`src/rtl/ahb_pkg.sv`:
```
// Shared AHB types for the bridge-side arbiter: transfer kinds, responses and arbiter states.
package ahb_pkg;

  typedef enum logic [1:0] {
    IDLE   = 2'b00,
    BUSY   = 2'b01,
    NONSEQ = 2'b10,
    SEQ    = 2'b11
  } htrans_t;

  typedef enum logic [1:0] {
    OKAY  = 2'b00,
    ERROR = 2'b01,
    RETRY = 2'b10,
    SPLIT = 2'b11
  } hresp_t;

  typedef enum logic [1:0] {
    PARK,
    OWNED,
    LOCKED
  } arb_state_t;

  // A beat that moves data; BUSY and IDLE do not.
  function automatic logic is_beat(htrans_t t);
    return (t == NONSEQ) || (t == SEQ);
  endfunction

endpackage

```
`src/rtl/rr_priority_picker.sv`:
```
// Round-robin picker: first requester strictly after ptr_i, wrapping, with ptr_i itself last.
module rr_priority_picker #(
  parameter int unsigned NumReq = 3,
  parameter int unsigned IdxW   = (NumReq > 1) ? $clog2(NumReq) : 1
) (
  input  logic [NumReq-1:0] req_i,
  input  logic [IdxW-1:0]   ptr_i,
  output logic [NumReq-1:0] gnt_o,
  output logic [IdxW-1:0]   idx_o,
  output logic              valid_o
);

  always_comb begin : pick
    int unsigned j;
    j       = 0;
    gnt_o   = '0;
    idx_o   = '0;
    valid_o = 1'b0;
    for (int unsigned k = 1; k <= NumReq; k++) begin
      j = (32'(ptr_i) + k) % NumReq;
      if (!valid_o && req_i[IdxW'(j)]) begin
        valid_o           = 1'b1;
        idx_o             = IdxW'(j);
        gnt_o[IdxW'(j)]   = 1'b1;
      end
    end
  end

endmodule

```
`src/rtl/ahb_bridge_arbiter.sv`:
```
// Round-robin AHB arbiter sharing the AHB-to-APB bridge port; tracks address- and data-phase
// owners separately, enforces a beat budget for unlocked owners and honours locked transfers.
module ahb_bridge_arbiter
  import ahb_pkg::*;
#(
  parameter int unsigned NUM_MASTERS = 3,
  parameter int unsigned DEF_MASTER  = 0,
  parameter int unsigned MAX_BEATS   = 16,
  localparam int unsigned IdxW       = (NUM_MASTERS > 1) ? $clog2(NUM_MASTERS) : 1
) (
  input  logic                      Hclk,
  input  logic                      Hresetn,
  input  logic [NUM_MASTERS-1:0]    Hbusreq,
  input  logic [NUM_MASTERS-1:0]    Hlock,
  input  logic [2*NUM_MASTERS-1:0]  Htrans_m,
  input  logic [32*NUM_MASTERS-1:0] Haddr_m,
  input  logic [NUM_MASTERS-1:0]    Hwrite_m,
  input  logic [32*NUM_MASTERS-1:0] Hwdata_m,
  input  logic                      Hready,
  output logic [NUM_MASTERS-1:0]    Hgrant,
  output logic [IdxW-1:0]           Hmaster,
  output logic [IdxW-1:0]           Hmaster_d,
  output logic                      Hmastlock,
  output logic [1:0]                Htrans,
  output logic [31:0]               Haddr,
  output logic                      Hwrite,
  output logic [31:0]               Hwdata
);

  localparam int unsigned     CntW   = (MAX_BEATS > 1) ? $clog2(MAX_BEATS) : 1;
  localparam logic [IdxW-1:0] DefIdx = IdxW'(DEF_MASTER);
  localparam logic [CntW-1:0] CntMax = CntW'(MAX_BEATS - 1);

  htrans_t     trans_arr [NUM_MASTERS];
  logic [31:0] addr_arr  [NUM_MASTERS];
  logic [31:0] wdata_arr [NUM_MASTERS];

  for (genvar i = 0; i < NUM_MASTERS; i++) begin : g_unpack
    assign trans_arr[i] = htrans_t'(Htrans_m[2*i +: 2]);
    assign addr_arr[i]  = Haddr_m[32*i +: 32];
    assign wdata_arr[i] = Hwdata_m[32*i +: 32];
  end

  arb_state_t             state_q, state_d;
  logic [IdxW-1:0]        addr_owner_q, addr_owner_d;
  logic [IdxW-1:0]        data_owner_q;
  logic [IdxW-1:0]        rr_ptr_q, rr_ptr_d;
  logic [CntW-1:0]        beat_cnt_q, beat_cnt_d;
  logic                   mastlock_q;

  logic [NUM_MASTERS-1:0] owner_mask;
  logic [NUM_MASTERS-1:0] cand_gnt;
  logic [IdxW-1:0]        cand_idx;
  logic                   cand_valid;
  htrans_t                own_trans;
  logic                   own_req, own_lock, own_beat, others_req, rearb;

  rr_priority_picker #(
    .NumReq (NUM_MASTERS),
    .IdxW   (IdxW)
  ) u_picker (
    .req_i   (Hbusreq),
    .ptr_i   (rr_ptr_q),
    .gnt_o   (cand_gnt),
    .idx_o   (cand_idx),
    .valid_o (cand_valid)
  );

  assign owner_mask = NUM_MASTERS'(1) << addr_owner_q;
  assign own_trans  = trans_arr[addr_owner_q];
  assign own_req    = Hbusreq[addr_owner_q];
  assign own_lock   = Hlock[addr_owner_q];
  assign own_beat   = is_beat(own_trans);
  assign others_req = |(Hbusreq & ~owner_mask);

  always_comb begin
    state_d      = state_q;
    addr_owner_d = addr_owner_q;
    rr_ptr_d     = rr_ptr_q;
    beat_cnt_d   = beat_cnt_q;
    rearb        = 1'b0;
    case (state_q)
      PARK:   rearb = |Hbusreq;
      OWNED: begin
        // A lock request from the owner wins over every handover reason.
        if (own_req && own_lock) begin
          state_d = LOCKED;
        end else if (!own_req || (own_trans == IDLE && others_req) ||
                     (beat_cnt_q == CntMax && own_beat && others_req)) begin
          rearb = 1'b1;
        end else if (own_beat && beat_cnt_q != CntMax) begin
          beat_cnt_d = beat_cnt_q + 1'b1;
        end
      end
      LOCKED: rearb = !own_lock && (own_trans == IDLE);
      default: ;
    endcase
    if (rearb) begin
      beat_cnt_d = '0;
      if (cand_valid) begin
        addr_owner_d = cand_idx;
        rr_ptr_d     = cand_idx;
        state_d      = Hlock[cand_idx] ? LOCKED : OWNED;
      end else begin
        addr_owner_d = DefIdx;
        state_d      = PARK;
      end
    end
  end

  always_ff @(posedge Hclk or negedge Hresetn) begin
    if (!Hresetn) begin
      state_q      <= PARK;
      addr_owner_q <= DefIdx;
      data_owner_q <= DefIdx;
      rr_ptr_q     <= DefIdx;
      beat_cnt_q   <= '0;
      mastlock_q   <= 1'b0;
    end else if (Hready) begin
      state_q      <= state_d;
      addr_owner_q <= addr_owner_d;
      data_owner_q <= addr_owner_q;
      rr_ptr_q     <= rr_ptr_d;
      beat_cnt_q   <= beat_cnt_d;
      mastlock_q   <= (state_d == LOCKED);
    end
  end

  assign Hgrant    = owner_mask;
  assign Hmaster   = addr_owner_q;
  assign Hmaster_d = data_owner_q;
  assign Hmastlock = mastlock_q;
  assign Htrans    = (state_q == PARK) ? IDLE : own_trans;
  assign Haddr     = addr_arr[addr_owner_q];
  assign Hwrite    = Hwrite_m[addr_owner_q];
  assign Hwdata    = wdata_arr[data_owner_q];

endmodule

```
`config.mk`:
```
export PLATFORM = sky130hd
export DESIGN_NAME = ahb_bridge_arbiter
export DESIGN_NICKNAME = d
export VERILOG_FILES = /design/src/rtl/ahb_pkg.sv /design/src/rtl/rr_priority_picker.sv /design/src/rtl/ahb_bridge_arbiter.sv
export SDC_FILE = /design/constraint.sdc
export NUM_CORES = 1
export LEC_CHECK = 0
export CORE_AREA = 8 8 105 107
export DETAILED_ROUTE_END_ITERATION = 8
export DIE_AREA = 0 0 113 115
export GPL_TIMING_DRIVEN = 0
export PLACE_DENSITY = 0.8
export SETUP_SLACK_MARGIN = 0.3
export SLEW_MARGIN = 10
export SYNTH_ARGS = -nofsm -noshare
export SYNTH_HDL_FRONTEND = slang
export SYNTH_SLANG_ARGS = --single-unit
```
`constraint.sdc`:
```
create_clock -name Hclk -period 5 [get_ports Hclk]
set_input_delay 0.5 -clock Hclk [delete_from_list [all_inputs] [get_ports Hclk]]
set_output_delay 0.5 -clock Hclk [all_outputs]
set_load 0.01 [all_outputs]
```
### After elaboration in Yosys (flattened, before gate mapping)

Cells that the tools add are included.

* shift-type cells: 1
* reductions and logical operators: 24
* muxes and demuxes: 44
* bitwise gates (word level): 4
* divide/modulo/power cells: 3
* $add $sub $neg: 4
* eq/ne operators: 9
* magnitude comparators: 7

Operator list (number)
* $bmux W32 S2: 2
* $mux W32: 4
* $mod A32 B2 Y32 const B: 3
* $mux W2: 12
* $mux W4: 5
* $lt A2 B3 Y1 const B: 5
* $bmux W1 S2: 7
* $mux W1: 12
* $eq A2 B2 Y1 const B: 4
* $logic_and A1 B1 Y1: 8
* $add A2 B2 Y3 const B: 2
* $ge A3 B3 Y1 const B: 2
* $not A2 Y3: 2
* $reduce_or A3 Y1: 2
* $reduce_and A5 Y1: 1
* $add A4 B1 Y4 const B: 1
* $bmux W2 S2: 1
* $eq A4 B4 Y1 const B: 1
* $logic_not A1 Y1: 4
* $logic_not A2 Y1: 2
* $ne A2 B2 Y1 const B: 2
* $ne A4 B4 Y1 const B: 1
* $reduce_bool A2 Y1: 2
* $add A2 B1 Y3 const B: 1
* other kinds (8): 10

* flip-flop bits (word level): 13
* output and inout port bits: 75
* input bits: 210
* word-level logic and storage cells: 102

### Longest topological paths before layout

* depth after elaboration: 17
* gate-level depth with buffers: 8
* gate-level depth less buffers: 8

### Hierarchy

Synthesis repeated with hierarchy kept, for this count alone.

* cells, all modules: 360
* area, all modules: 2617.5 um^2

By module, submodules not included
* ahb_bridge_arbiter: cells each 319, instances 1, area each 2319.7 um^2
* rr_priority_picker: cells each 41, instances 1, area each 297.8 um^2

### Worst setup path before layout

No wires, ideal clock.

* path kind: reg-to-reg
* start: reg rr_ptr_q[0]
* end: reg state_q[1]
* arrival time: 2157 ps
* data required time: 4849 ps
* library setup time: 151 ps
* stages on the path, launching flop included: 9
* path slack: 2692 ps
* path buffers: 0
* cells stage by stage: dfrtp_1 -> inv_1 -> ha_1 -> or2_2 -> o2111ai_1 -> mux2_2 -> mux2_2 -> o2111ai_1 -> o311ai_0

* longest elaborated chain between the ends: 16
* elaborated cells on any way between the ends: 27
* those cells by class: add/sub: 3; div: 3; mux: 17; reduce/logical: 4

RTL lines
* start: declaration: RTL line ahb_bridge_arbiter.sv:47 `logic [IdxW-1:0] rr_ptr_q, rr_ptr_d;`
* start signal: assignment: RTL line ahb_bridge_arbiter.sv:116 `rr_ptr_q <= DefIdx;`
* start signal: assignment: RTL line ahb_bridge_arbiter.sv:123 `rr_ptr_q <= rr_ptr_d;`
* $add A2 B1 Y3: RTL line rr_priority_picker.sv:20 `j = (32'(ptr_i) + k) % NumReq;`
* $mod A32 B2 Y32: RTL line rr_priority_picker.sv:20
* $bmux W1 S2: RTL line rr_priority_picker.sv:21 `if (!valid_o && req_i[IdxW'(j)]) begin`
* $mux W1 (not written as such): RTL line rr_priority_picker.sv:21
* $mux W1: RTL line rr_priority_picker.sv:21
* $logic_not A1 Y1: RTL line rr_priority_picker.sv:21
* $logic_and A1 B1 Y1: RTL line rr_priority_picker.sv:21
* $mux W1: RTL line rr_priority_picker.sv:21
* $logic_not A1 Y1: RTL line rr_priority_picker.sv:21
* $logic_and A1 B1 Y1: RTL line rr_priority_picker.sv:21
* $mux W2: RTL line rr_priority_picker.sv:21
* $bmux W1 S2: RTL line ahb_bridge_arbiter.sv:103 `state_d = Hlock[cand_idx] ? LOCKED : OWNED;`
* $mux W1 (not written as such): RTL line ahb_bridge_arbiter.sv:103
* $mux W2: RTL line ahb_bridge_arbiter.sv:103
* $mux W2 (*): RTL line ahb_bridge_arbiter.sv:100 `if (cand_valid) begin`
* $mux W2 (*): RTL line ahb_bridge_arbiter.sv:98 `if (rearb) begin`
* end signal: assignment: RTL line ahb_bridge_arbiter.sv:120 `state_q <= state_d;`
* end: declaration: RTL line ahb_bridge_arbiter.sv:44 `arb_state_t state_q, state_d;`

Every way passes the cells marked *; elsewhere a longest branch is shown, timed or not. The select of a mux whose other input is x is not followed.
A chain may end at the register's enable or synchronous reset.

### Worst setup path in the final report

* start: reg addr_owner_q[1] (netlist: Hmaster[1])
* end: out Haddr[30]

* longest elaborated chain between the ends: 4

RTL lines
* start: declaration: RTL line ahb_bridge_arbiter.sv:45 `logic [IdxW-1:0] addr_owner_q, addr_owner_d;`
* start signal: assignment: RTL line ahb_bridge_arbiter.sv:114 `addr_owner_q <= DefIdx;`
* start signal: assignment: RTL line ahb_bridge_arbiter.sv:121 `addr_owner_q <= addr_owner_d;`
* $not A2 Y3 (not written as such): RTL line ahb_bridge_arbiter.sv:134 `assign Haddr = addr_arr[addr_owner_q];`
* $bmux W32 S2: RTL line ahb_bridge_arbiter.sv:134
* $mux W32 (not written as such) (2 in series): RTL line ahb_bridge_arbiter.sv:134
* end: declaration: RTL line ahb_bridge_arbiter.sv:25 `output logic [31:0] Haddr,`

No other way between the ends. The select of a mux whose other input is x is not followed.

==> summary by stage <==
Routing
The ratio of routed vias to standard cells is 4.96. The detailed-route wire length is 13900 um. In this run the remaining antenna-violating nets after routing total 0.

The count of unresolved DRC violations after routing is 0. The detailed-route wire length per cell is 19.0 um. Summing over every cut layer, the via total after detailed routing is 3618. After the first detailed-routing iteration, the DRC count stood at 185. The length of the first detailed-routing pass in iterations is 4.

Timing
Derived from the worst setup path, the maximum achievable clock frequency is 312 MHz. The final critical delay including setup and external delays is 3.20 ns. Setup slack on the critical path of the routed design comes to 1.80 ns.

Setup repair after global routing left no endpoint under its margin. The number of pins exceeding their max-slew limit in the final report came to 0. The final setup skew is 0.00350 ns.

Setup violations remaining at the end of the flow were counted as 0. Dividing the final minimum period by the clock period gives 0.640. The relative slew slack is 0.432. Adding up every negative setup slack in the final design gives 0 ns. For the pin with the worst max-slew slack, the measured transition is 0.845 ns. The tightest hold margin is 0.536 ns.

The number of endpoints with negative hold slack in the final report was 0.

Critical path
Grouping stages by cell kind, the critical path spends the most delay in buffers and inverters. The worst setup path is launched from a register. The endpoint type of the worst setup path is an output pin. The type of the setup path with the least slack is register to output pin.

For this run, the slowest stage of the critical path takes 0.62 ns. At the worst endpoint, the required time is 4.50 ns. The critical path contains buffers and inverters numbering 4 combined. The cell at the slowest stage of the critical path is sky130_fd_sc_hd__buf_1.

The signal on the critical path passes through buf_6 > buf_2 > buf_1 > mux2i_1 > o21ai_0 > clkdlybuf4s50_1. In this run the worst path has a maximum fanout of 10. At the worst endpoint, the arrival time is 2.70 ns.

Power and ir drop
The maximum resistive drop on vdd is 0.196 mV. The reported leakage power is 2.02 nW. The total design power is 2.23 mW. The power per unit of standard cell area is 415 nW/um^2.

Synthesis
The average footprint of a synthesized cell is 7.19 sq um. The post-synthesis net count is 542. Yosys printed 0 warnings. The share of the Yosys chip area taken by registers is 0.138. The register bit count reported by yosys is 13.

The fraction of registers with async set/reset is 1.00. The number of different library cells in the post-synthesis netlist is 45. The cell area that synthesis handed to floorplanning was 2360 sq um. For this run, the leading register cell type out of synthesis is sky130_fd_sc_hd__dfrtp_1. Synthesis produced a netlist whose cell count is 329. Yosys mapped a number of flops with a built-in enable equal to 0.

Layout
After routing the design area is 5380 sq um. The proportion of layout cells with a drive suffix above 1 is 0.0293. In the layout the commonest cells are 282 x sky130_fd_sc_hd__clkdlybuf4s50_1, 72 x sky130_fd_sc_hd__mux2i_1, 69 x sky130_fd_sc_hd__nand2_1. The post-route core utilization is 0.569. After the flow finishes, the layout carries non-filler instances totaling 730. The library cell used most frequently in the layout, excluding fill and tap cells, is sky130_fd_sc_hd__clkdlybuf4s50_1. The area growth from synthesis to layout is 127%.

The count of nets after finishing is 829.

Global routing
Entering global routing, the biggest net connects 14 pins. The all-layer global routing usage is 0.201. The first global-routing pass estimated 21200 um of wire.

The number of global-route vias before repair is 3951. The number of antenna violations at the first check in global routing is 1. After global routing the overflow that remains totals 0.

CTS
In this run the deepest clock path goes through 2 buffers. After clock tree synthesis, the setup repair step added 0 buffers. The clock insertion delay at the later pin of the skew report is 0.25 ns. Buffers inserted to repair hold after CTS numbered 0. The number of gates resized after CTS is 0. The register clock-pin slew on the reported worst setup and hold paths is 0.06 ns. The total clock sinks is 13.

The maximum level of the CTS H-tree is 1. Buffers inserted during clock tree synthesis total 3. The cell at the root of the clock tree is sky130_fd_sc_hd__clkbuf_8. TritonCTS built the clock tree.

Min path
The tightest min-delay check is of the register to register type.

Floorplanning
In this run the core area contains 36 standard-cell rows. The core region is 9460 sq um. The full die area is 13000 sq um. 285 I/O pins were placed. For this configuration, the core starts out at a cell density of 0.250.

The width of the die is 113 um. The overall die height is 115 um.

Place
The number of placed cells counting well taps is 725. The wire-length estimate of the detail-placed layout is 12100 um. The routability congestion estimate is 0.911. The number of input and output port buffers inserted is 282.

Prior to clock tree synthesis, the placed netlist has a worst setup slack of 2.05 ns. The placement-stage cell area is 5330 sq um.

Status
The flow ran to the end, and the final reports show no timing, DRC or antenna violations.

Run
The max-capacitance violation count is 0.
## state kept, by name (all words and copies together), names as in the netlist
name and cells:
beat_cnt_q 4, Hmaster 2, Hmaster_d 2, rr_ptr_q 2, state_q 2, Hmastlock 1
## synth_stat cells, types with 2 or more instances
cell,count,area (sq um)
sky130_fd_sc_hd__a21oi_1,3,15.0
sky130_fd_sc_hd__a22oi_1,2,15.0
sky130_fd_sc_hd__o21ai_0,67,335
sky130_fd_sc_hd__inv_1,9,33.8
sky130_fd_sc_hd__o2111ai_1,2,17.5
sky130_fd_sc_hd__nand3_1,2,10.0
sky130_fd_sc_hd__buf_2,2,10.0
sky130_fd_sc_hd__o211ai_1,2,15.0
sky130_fd_sc_hd__clkbuf_1,17,63.8
sky130_fd_sc_hd__mux2i_1,72,721
sky130_fd_sc_hd__nand3b_1,2,15.0
sky130_fd_sc_hd__nand2_1,69,259
sky130_fd_sc_hd__o2bb2ai_1,2,17.5
sky130_fd_sc_hd__nor2_1,8,30.0
sky130_fd_sc_hd__a211oi_2,2,25.0
sky130_fd_sc_hd__dfrtp_1,13,325
sky130_fd_sc_hd__a2bb2oi_1,2,17.5
sky130_fd_sc_hd__mux2_2,5,56.3
sky130_fd_sc_hd__ha_1,3,37.5
sky130_fd_sc_hd__buf_1,7,26.3
sky130_fd_sc_hd__nor2b_1,7,43.8
sky130_fd_sc_hd__nor4_1,2,12.5
sky130_fd_sc_hd__a31oi_1,2,12.5
sky130_fd_sc_hd__maj3_1,2,20.0
sky130_fd_sc_hd__o221ai_1,2,17.5
sky130_fd_sc_hd__and2_1,3,18.8
sky130_fd_sc_hd__xnor2_1,2,17.5
## metal layers
metal | vias to the layer above | GRT usage | wire [um]
met5 | - | 0 | 0
met4 | 0 | 0.0639 | 312
met3 | 26 | 0.0657 | 1330
met2 | 178 | 0.377 | 7260
met1 | 1657 | 0.208 | 5000
li1 | 1757 | - | -
## cell type report
cell class,count,area (sq um)
sequential,13,325
inverter,9,33.8
buffer,27,111
tap,114,143
timing repair buffer,282,2820
clock buffer,4,45.0
antenna,1,2.50
fill,851,4080
multi-input combinational,280,1890
## final timing paths
kind / slack (ns) / cells past startpoint / start / end
worst max-delay path: 1.80 / 6 / Hmaster[1] / Haddr[30]
worst min-delay path: 0.54 / 1 / rr_ptr_q[1] / rr_ptr_q[1]
worst max register to register: 2.45 / 8 / rr_ptr_q[0] / state_q[1]
worst min register to register: 0.54 / 1 / rr_ptr_q[1] / rr_ptr_q[1]
max in group asynchronous: 3.96 / 1 / Hresetn / Hmaster_d[1]
min in group asynchronous: 0.64 / 1 / Hresetn / Hmaster[0]
## power breakdown
part,internal (mW),switching [mW]
Combinational,1.03,0.928
Clock,0.0564,0.0404
Sequential,0.141,0.0400
## cell families (layout without fill, tap and decap cells)
group                    Yosys count  count (layout)  synth area share
adder cells (fa/ha/maj)            5               5            0.0243
AO/OA/AOI/OAI                     97              97             0.255
XOR/XNOR                           2               2           0.00741
other                              0               1                 0
AND/OR/NAND/NOR                   98              98             0.180
multiplexers                      78              78             0.335
flip-flops                        13              13             0.138
buffers and inverters             36             322            0.0614
Note: power is estimated with default switching activity, not from simulation.
